[src/rtl/hazard_scheduler.sv]
// Issue control between decode and execute: a shift-register scoreboard of
// in-flight register writes detects RAW hazards, a small branch FSM holds
// fetch until the branch resolves and flushes when it is taken, and a
// saturating counter records cycles in which a valid instruction was held.
module hazard_scheduler #(
  parameter int STAGES = 3,
  parameter int CNT_W  = 16
) (
  input  logic             clk,
  input  logic             n_rst,
  input  logic             d_valid,
  input  logic [7:0]       d_addr_a,
  input  logic [7:0]       d_addr_b,
  input  logic             d_regwrite,
  input  logic [7:0]       d_write_addr,
  input  logic             d_branch,
  input  logic             br_resolve,
  input  logic             br_taken,
  output logic             issue,
  output logic             halt_fetch,
  output logic             halt_decode,
  output logic             flush,
  output logic [CNT_W-1:0] stall_count
);

  typedef enum logic [1:0] {
    S_IDLE    = 2'd0,
    S_BR_WAIT = 2'd1,
    S_FLUSH   = 2'd2
  } state_t;

  state_t state;
  state_t state_next;

  logic [STAGES-1:0] sb_valid;
  logic [7:0]        sb_wa [STAGES];
  logic              raw_hazard;

  // A source operand collides with any write still in flight; register 0 is
  // treated like every other register.
  always_comb begin
    raw_hazard = 1'b0;
    for (int i = 0; i < STAGES; i++) begin
      if (sb_valid[i] && ((sb_wa[i] == d_addr_a) || (sb_wa[i] == d_addr_b))) begin
        raw_hazard = 1'b1;
      end
    end
  end

  // Scoreboard shifts every cycle; entry 0 takes the issuing write or a bubble.
  always_ff @(posedge clk or negedge n_rst) begin
    if (!n_rst) begin
      sb_valid <= '0;
      for (int i = 0; i < STAGES; i++) begin
        sb_wa[i] <= '0;
      end
    end else begin
      for (int i = STAGES - 1; i > 0; i--) begin
        sb_valid[i] <= sb_valid[i-1];
        sb_wa[i]    <= sb_wa[i-1];
      end
      sb_valid[0] <= issue & d_regwrite;
      sb_wa[0]    <= d_write_addr;
    end
  end

  // Branch state register.
  always_ff @(posedge clk or negedge n_rst) begin
    if (!n_rst) begin
      state <= S_IDLE;
    end else begin
      state <= state_next;
    end
  end

  // Next-state and control outputs; flush and the FLUSH-cycle fetch release
  // are decoded from the registered state only, so they cannot glitch.
  always_comb begin
    state_next  = state;
    issue       = 1'b0;
    flush       = 1'b0;
    halt_decode = 1'b0;
    halt_fetch  = 1'b0;
    case (state)
      S_IDLE: begin
        issue = d_valid & ~raw_hazard;
        if (issue && d_branch) begin
          state_next = S_BR_WAIT;
        end
      end
      S_BR_WAIT: begin
        if (br_resolve) begin
          state_next = br_taken ? S_FLUSH : S_IDLE;
        end
      end
      S_FLUSH: begin
        flush      = 1'b1;
        state_next = S_IDLE;
      end
      default: begin
        state_next = S_IDLE;
      end
    endcase
    halt_decode = (d_valid & ~issue) | (state == S_BR_WAIT);
    if (state == S_FLUSH) begin
      halt_fetch = 1'b0;
    end else begin
      halt_fetch = halt_decode | (state == S_BR_WAIT) | (issue & d_branch);
    end
  end

  // Saturating count of cycles where decode held a valid instruction that
  // did not issue.
  always_ff @(posedge clk or negedge n_rst) begin
    if (!n_rst) begin
      stall_count <= '0;
    end else if (d_valid && !issue && (stall_count != {CNT_W{1'b1}})) begin
      stall_count <= stall_count + {{(CNT_W-1){1'b0}}, 1'b1};
    end
  end

endmodule

[config.mk]
export PLATFORM = sky130hd
export DESIGN_NAME = hazard_scheduler
export DESIGN_NICKNAME = d
export VERILOG_FILES = /design/src/rtl/hazard_scheduler.sv
export SDC_FILE = /design/constraint.sdc
export NUM_CORES = 1
export LEC_CHECK = 0
export BUFFER_PORTS_ARGS = -buffer_cell sky130_fd_sc_hd__buf_4
export CORE_UTILIZATION = 54
export DETAILED_ROUTE_END_ITERATION = 8
export PLACE_DENSITY = 0.77
export SYNTH_ARGS = -nofsm -noshare
export SYNTH_HDL_FRONTEND = slang
export SYNTH_SLANG_ARGS = --single-unit
export TNS_END_PERCENT = 30
[constraint.sdc]
create_clock -name clk -period 2.2 [get_ports clk]
set_input_delay 0.44 -clock clk [delete_from_list [all_inputs] [get_ports clk]]
set_output_delay 0.44 -clock clk [all_outputs]
set_load 0.01 [all_outputs]
==> results of run 1 <==
stage by stage:
step / cell area, um^2 / hold WS (ns) / utilization / setup TNS [ns]
after global placement: 2720 / 0.361 / 0.676 / -0.113
after floorplan: 2280 / 0.144 / - / 0
after CTS: 2860 / 0.138 / 0.709 / -0.321
final: 2920 / 0.121 / 0.725 / -0.330
after global routing: 2920 / 0.167 / 0.725 / -0.591
after detailed placement: 2720 / 0.361 / 0.676 / -0.470
kinds of logic after synthesis:
kind of cell    count (synthesis)
compound gates                  8
xor+xnor                       61
fa+ha+maj                       1
buf+inv                         6
flops                          45
mux                             3
simple gates                   58
what timing repair did:
action,in CTS,in global routing
setup buffers,2,0
gates resized for setup,4,9
endpoints found under the setup margin,4,15
pin swaps,5,24
state kept, by name (all words and copies together), names as in the netlist:
| register | flops |
|---|---|
| sb_wa | 24 |
| state | 2 |
| stall_count | 16 |
| sb_valid | 3 |
layout make-up:
| class | instances | share of cell area |
|---|---|---|
| well taps | 50 | 0.0214 |
| clock inverters | 3 | 0.00857 |
| inverters | 2 | 0.00257 |
| repair buffers | 58 | 0.155 |
| clock buffers | 5 | 0.0236 |
| multi-input cells | 131 | 0.403 |
| flip-flops and latches | 45 | 0.386 |
worst paths after layout:
path	slack (ns)	end	depth (start not counted)
max	-0.13	halt_fetch	7
min	0.12	sb_wa[17]$_DFF_PN0_	1
max reg2reg	0.07	stall_count[11]$_DFFE_PN0P_	9
min reg2reg	0.39	sb_valid[2]$_DFF_PN0_	0
max in group asynchronous	1.67	sb_wa[19]$_DFF_PN0_	1
min in group clk	0.24	sb_wa[23]$_DFF_PN0_	1
Yosys cell counts, drive strengths merged:
master,n
a21oi,2
a22oi,1
and2,1
and3,4
and4,1
and4bb,1
buf,3
clkbuf,1
dfrtp,45
ha,1
inv,2
mux2,3
nand2,9
nand2b,3
nand3,3
nand4,18
nor2b,2
nor3,7
nor4,7
nor4b,2
o211ai,1
o21bai,1
o22ai,3
xnor2,48
xor2,13
cells in the final DEF (no fill, tap or decap), types with 2 or more instances in the layout:
| master | netlist | final |
|---|---|---|
| sky130_fd_sc_hd__xnor2_2 | 0 | 3 |
| sky130_fd_sc_hd__nor3_2 | 7 | 7 |
| sky130_fd_sc_hd__nor4b_4 | 0 | 2 |
| sky130_fd_sc_hd__nand4_1 | 17 | 17 |
| sky130_fd_sc_hd__a21oi_1 | 2 | 2 |
| sky130_fd_sc_hd__xor2_1 | 13 | 13 |
| sky130_fd_sc_hd__and3_1 | 4 | 4 |
| sky130_fd_sc_hd__mux2_4 | 2 | 2 |
| sky130_fd_sc_hd__dfrtp_1 | 45 | 44 |
| sky130_fd_sc_hd__clkbuf_8 | 0 | 5 |
| sky130_fd_sc_hd__o22ai_1 | 3 | 3 |
| sky130_fd_sc_hd__inv_1 | 2 | 2 |
| sky130_fd_sc_hd__inv_6 | 0 | 2 |
| sky130_fd_sc_hd__buf_4 | 1 | 56 |
| sky130_fd_sc_hd__nor4_4 | 2 | 6 |
| sky130_fd_sc_hd__nand2_1 | 9 | 8 |
| sky130_fd_sc_hd__nor2b_1 | 2 | 2 |
| sky130_fd_sc_hd__xnor2_1 | 48 | 45 |
| sky130_fd_sc_hd__nand2b_1 | 3 | 3 |
| sky130_fd_sc_hd__nand3_1 | 3 | 3 |
per-layer routing:
metal	GRT usage	wire length, um
met4	0.0745	74
met3	0.0582	247
met5	0	0
met2	0.357	2110
met1	0.302	2150
power by group:
| group | internal (mW) | switching [mW] |
|---|---|---|
| Combinational | 0.264 | 0.217 |
| Sequential | 0.909 | 0.106 |
| Clock | 0.232 | 0.300 |
==> summary.md, run 1 <==
| Metric | Value |
|---|---|
| Run status | complete, but fails checks |
| Violations in the final reports | setup timing |
| Depth of the CTS H-tree | 2 |
| Final global-route overflow total | 0 |
| First-pass GRT wire length | 7400 um |
| Clock tree from TritonCTS | yes |
| Post-route setup slack | -0.127 ns |
| Inserted Clock Buffers | 5 |
| Final setup violation count | 3 |
| Category of cells accounting for the largest share of critical-path delay | compound AO/OA/AOI/OAI gates |
| Cell types occupying the most area after synthesis | sky130_fd_sc_hd__dfrtp_1 (49%), sky130_fd_sc_hd__xnor2_1 (18%), sky130_fd_sc_hd__xor2_1 (5.0%) |
| Hold WC Path Type | in -> async |
| Count of vias placed by the detailed router | 1608 |
| Post-synthesis xor/xnor area fraction | 0.234 |
| Skew-Pair Late Insertion Delay | 0.30 ns |
| Area used by multi-input combinational logic | 0.00118 mm^2 |
| Flop and latch count out of synthesis | 45 |
| # Max-Cap Violations | 0 |
| Buf+Inv Stages, Crit Path | 1 |
| Crit Reg-Reg Startpoint | sb_wa[1]$_DFF_PN0_ |
| Overall die width | 67.0 um |
| Power per Cell Area | 695 mW/mm^2 |
| Simple-gate portion of the synthesized area | 0.199 |
| Setup repair after global routing missed its margin | yes |
| Placer's final routability congestion estimate | 0.836 |
| Sort of element at the start of the critical path | register |
| Die Ht | 67.0 um |
| Total global-route track usage | 0.227 |
| Delay of the slowest cell on the worst path | 0.41 ns |
| Final period utilization | 1.06 |
| Max-Slew Margin vs Limit | 0.630 |
| Cell count after placement | 284 |
| Post-Synth Adder-Cell Area | 0.00549 |
| Floorplan die area | 0.00448 mm^2 |
| Vias in the first global route | 1575 |
| Top-area cell type share of the netlist area | 0.494 |
| Critical Path RT | 1.76 ns |
| Remaining number of nets flagged by the antenna check after routing | 0 |
| Endpoint arrival time on the critical path | 1.89 ns |
| Cell count after synthesis | 182 |
| Core region area | 0.00403 mm^2 |
| Final Slew Violations | 0 |
| Number of warnings reported in the yosys synthesis log | 0 |
| Average cell area after synthesis | 12.5 um^2 |
| Netlist area before placement | 0.00228 mm^2 |
| Ports placed on the boundary | 51 |
| Detailed-route wire length | 4590 um |
| Portion of netlist area occupied by mux cells | 0.0181 |
| Slew @ Worst Pin | 0.554 ns |
| Pin count of the biggest net entering global routing | 46 |
| Cts hold-fix bufs | 0 |
| Cell leakage power | 1.28 nW |
| Compound-Gate Fraction of Synth Area | 0.0225 |
| Minimum clock period | 2.33 ns |
| Initial antenna violation count | 0 |
| HPWL after detailed placement | 3400 um |
| Clock tree root driver cell | sky130_fd_sc_hd__clkbuf_8 |
| Final Instance Count excl. Fillers | 294 |
| Count of antenna diodes in the layout | 0 |
| Upper clock frequency limit | 430 MHz |
| Layout-stage area growth over the synthesis result | 28.2% |
| Library cell with the largest summed area after synthesis | sky130_fd_sc_hd__dfrtp_1 |
| Number of filler instances in the final layout | 297 |
| Worst setup slack before clock tree synthesis | -0.203 ns |
| WL per Instance | 15.6 um |
| Via density per instance | 5.47 |
| Total power consumption of the routed design | 2.03 mW |
| Worst setup path class | reg -> out |
| Fraction of final layout cells with drive strength greater than 1 | 0.377 |
| Register Area | 0.00113 mm^2 |
| Endpoint kind of the worst setup timing path | primary output |
| Worst VDD drop | 0.486 mV |
| Starting utilization of the core area | 0.566 |
| CTS max path bufs | 2 |
| Rows | 23 |
| Initial drt markers | 71 |
| Number of distinct library cells after synthesis | 30 |
| Final Hold Violating Endpoints | 0 |
| Drc violations | 0 |
| Number of clock sinks | 45 |
| Largest fanout on the critical path | 6 |
| Port buffer count | 50 |
| Critical Path Slowest Stage Cell | sky130_fd_sc_hd__dfrtp_1 |
| Largest family of logic cells by synthesized area | XOR/XNOR gates |
| Detailed Routing Iterations Pass 1 | 4 |
| Sequential fraction of the synthesis area | 0.494 |
| Critical Path Start | sb_wa[1]$_DFF_PN0_ |
| Layout Nets | 275 |
| Clock tree skew after final layout | 0.00608 ns |
| Clock edge transition at the registers on the reported setup and hold paths | 0.09 ns |
| Worst path cell trace | xnor2_1, nand4_1, o22ai_1, a22oi_1, and4bb_4, o211ai_1, buf_4 |
| Net count after synthesis | 214 |
Note: power is estimated with default switching activity, not from simulation.
==> inputs of run 2 (changes only) <==
==> constraint.sdc (replaced) <==
create_clock -name clk -period 2.6 [get_ports clk]
set_input_delay 0.52 -clock clk [delete_from_list [all_inputs] [get_ports clk]]
set_output_delay 0.52 -clock clk [all_outputs]
set_load 0.01 [all_outputs]
==> run 2 against run 1 <==
Effect of this change:
- the flow now finishes without violations
- worst hold slack gained 0.077 ns
- register-to-register slack gained 0.31 ns
- clock skew is 0.0021 ns higher
- die area is the same
- routed wire length rose by 2.2%
- combinational power fell by 18%
- cell count shrank 1.4%
- critical path type unchanged
==> summary.md, run 2 (same netlist as run 1, synthesis figures left out) <==
| Metric | Value |
|---|---|
| Run status | finished clean |
| Total stage count of the critical path | 8 |
| Sort of element at the start of the critical path | register |
| Hold WC Path Type | in -> async |
| Critical Path RT | 2.08 ns |
| Most flops, register | sb_wa |
| Inserted Clock Buffers | 5 |
| Power share of the sequential group | 0.508 |
| HPWL after detailed placement | 3480 um |
| Proportion of total power due to net switching | 0.307 |
| Delay of the slowest cell on the worst path | 0.45 ns |
| Timing endpoint of the critical path | halt_fetch |
| Placed instance area | 0.00269 mm^2 |
| Number of flip-flops in the largest register | 24 |
| Crit Reg-Reg Startpoint | sb_wa[20]$_DFF_PN0_ |
| Clock tree root driver cell | sky130_fd_sc_hd__clkbuf_8 |
| Worst reg-to-reg setup slack | 0.38 ns |
| Initial antenna violation count | 0 |
| Rows | 23 |
| Overall die width | 67.0 um |
| Minimum clock period | 2.48 ns |
| Placer's final routability congestion estimate | 0.818 |
| Total global-route track usage | 0.236 |
| Clock tree from TritonCTS | yes |
| Total power consumption of the routed design | 1.69 mW |
| Die Ht | 67.0 um |
| Worst setup path class | reg -> out |
| Drc violations | 0 |
| Most common cell after layout, fill and taps aside | sky130_fd_sc_hd__buf_4 |
| Via density per instance | 5.44 |
| Power per Cell Area | 603 mW/mm^2 |
| Buf+Inv Stages, Crit Path | 1 |
| Power share of the combinational group | 0.232 |
| Layout-stage area growth over the synthesis result | 23.3% |
| Depth of the CTS H-tree | 2 |
| Starting utilization of the core area | 0.566 |
| Endpoint arrival time on the critical path | 1.96 ns |
| Post-route setup slack | 0.123 ns |
| Upper clock frequency limit | 404 MHz |
| Final Slew Violations | 0 |
| Core region area | 0.00403 mm^2 |
| Final Hold Violating Endpoints | 0 |
| Vias in the first global route | 1528 |
| Category of cells accounting for the largest share of critical-path delay | simple AND/OR/NAND/NOR gates |
| Floorplan die area | 0.00448 mm^2 |
| Fraction of final layout cells with drive strength greater than 1 | 0.363 |
| Count of vias placed by the detailed router | 1579 |
| WL per Instance | 16.2 um |
| Detailed-route wire length | 4690 um |
| Largest fanout on the critical path | 7 |
| Switching power | 0.521 mW |
| Clock edge transition at the registers on the reported setup and hold paths | 0.09 ns |
| Skew-Pair Late Insertion Delay | 0.31 ns |
| Max-Slew Margin vs Limit | 0.626 |
| Final period utilization | 0.953 |
| Cell leakage power | 1.25 nW |
| # Max-Cap Violations | 0 |
| Layout Nets | 271 |
| Endpoint kind of the worst setup timing path | primary output |
| Reg-to-Reg End | stall_count[14]$_DFFE_PN0P_ |
| Ports placed on the boundary | 51 |
| Final setup violation count | 0 |
| Clock Power Share | 0.260 |
| Cell internal pwr | 1.17 mW |
| Number of clock sinks | 45 |
| Worst path cell trace | xnor2_2, nand4_1, o22ai_1, a22oi_1, and4bb_4, nand2_1, o211ai_1, buf_4 |
| Cts hold-fix bufs | 0 |
| Critical Path Slowest Stage Cell | sky130_fd_sc_hd__dfrtp_2 |
| Slew @ Worst Pin | 0.562 ns |
| Regs by FF count | sb_wa x24, stall_count x16, sb_valid x3 |
| Leading cell types in the layout, fill and taps excluded | sky130_fd_sc_hd__buf_4 (54), sky130_fd_sc_hd__xnor2_1 (45), sky130_fd_sc_hd__dfrtp_1 (43) |
| First-pass GRT wire length | 7530 um |
| Initial drt markers | 72 |
| Clock tree skew after final layout | 0.00813 ns |
| Remaining number of nets flagged by the antenna check after routing | 0 |
| Critical Path Start | sb_wa[20]$_DFF_PN0_ |
| Final global-route overflow total | 0 |
| R2r worst-path depth | 8 |
| Pin count of the biggest net entering global routing | 46 |
| Count of antenna diodes in the layout | 0 |
| Port buffer count | 50 |
| Worst VDD drop | 0.446 mV |
| CTS max path bufs | 2 |
| Detailed Routing Iterations Pass 1 | 4 |
| Final standard cell area without fillers | 0.00281 mm^2 |
| Worst setup slack before clock tree synthesis | 0.128 ns |
==> run 2: cell types whose count changed in the layout (fill, tap and decap cells not counted), sizes merged <==
cell	before	now
buf	58	54
clkinv	0	1
inv	4	3
==> run 2: cell type report <==
| cell class | instances | area (um^2) |
|---|---|---|
| Sequential cell | 45 | 1130 |
| Timing Repair Buffer | 54 | 405 |
| Clock inverter | 3 | 21.3 |
| Fill cell | 317 | 1220 |
| Tap cell | 50 | 62.6 |
| Clock buffer | 5 | 68.8 |
| Multi-Input combinational cell | 131 | 1120 |
| Inverter | 2 | 7.51 |
==> run 2: power groups by stage <==
stage | Sequential, mW | Combinational [mW] | Clock, mW
2_1_floorplan | 0.870 | 0.204 | 0
3_3_place_gp | 0.868 | 0.377 | 0
3_5_place_dp | 0.870 | 0.386 | 0
4_1_cts | 0.858 | 0.388 | 0.444
5_1_grt | 0.871 | 0.419 | 0.477
6_report | 0.861 | 0.393 | 0.441
==> run 2: worst register-to-register path: stages, from the launching register on <==
cell	delay (ns)
sky130_fd_sc_hd__dfrtp_2	0.45
sky130_fd_sc_hd__xnor2_2	0.17
sky130_fd_sc_hd__nand4_1	0.13
sky130_fd_sc_hd__o22ai_1	0.17
sky130_fd_sc_hd__a22oi_1	0.10
sky130_fd_sc_hd__and4bb_4	0.25
sky130_fd_sc_hd__buf_4	0.18
sky130_fd_sc_hd__nor4_1	0.30
sky130_fd_sc_hd__mux2_2	0.37
==> run 2: worst min path at each step <==
stage | startpoint | endpoint | slack, ns | depth (start not counted)
2_1_floorplan | n_rst | sb_valid[0]$_DFF_PN0_ | 0.22 | 0
3_3_place_gp | sb_valid[1]$_DFF_PN0_ | sb_valid[2]$_DFF_PN0_ | 0.36 | 0
3_5_place_dp | sb_valid[1]$_DFF_PN0_ | sb_valid[2]$_DFF_PN0_ | 0.37 | 0
4_1_cts | n_rst | stall_count[10]$_DFFE_PN0P_ | 0.21 | 1
5_1_grt | n_rst | sb_wa[1]$_DFF_PN0_ | 0.24 | 1
6_report | n_rst | sb_wa[9]$_DFF_PN0_ | 0.20 | 1
==> run 2: metal layers <==
| metal | global-route usage | vias up | share of wire |
|---|---|---|---|
| li1 | - | 751 | - |
| met1 | 0.324 | 767 | 0.46 |
| met2 | 0.355 | 54 | 0.46 |
| met3 | 0.0668 | 7 | 0.070 |
| met4 | 0.0798 | 0 | 0.013 |
| met5 | 0 | - | 0 |
==> run 2: metrics by stage <==
step | TNS (ns) | util | std cells | hold slack, ns
5_1_grt | -0.000959 | 0.698 | 290 | 0.235
3_3_place_gp | 0 | 0.667 | 281 | 0.360
3_5_place_dp | 0 | 0.667 | 281 | 0.374
4_1_cts | 0 | 0.689 | 289 | 0.214
6_report | 0 | 0.698 | 290 | 0.198
2_1_floorplan | 0 | - | 182 | 0.224
==> run 2: what timing repair did <==
item	CTS	global route
resized for setup	0	5
endpoints found under the setup margin	0	3
buffers inserted	0	1
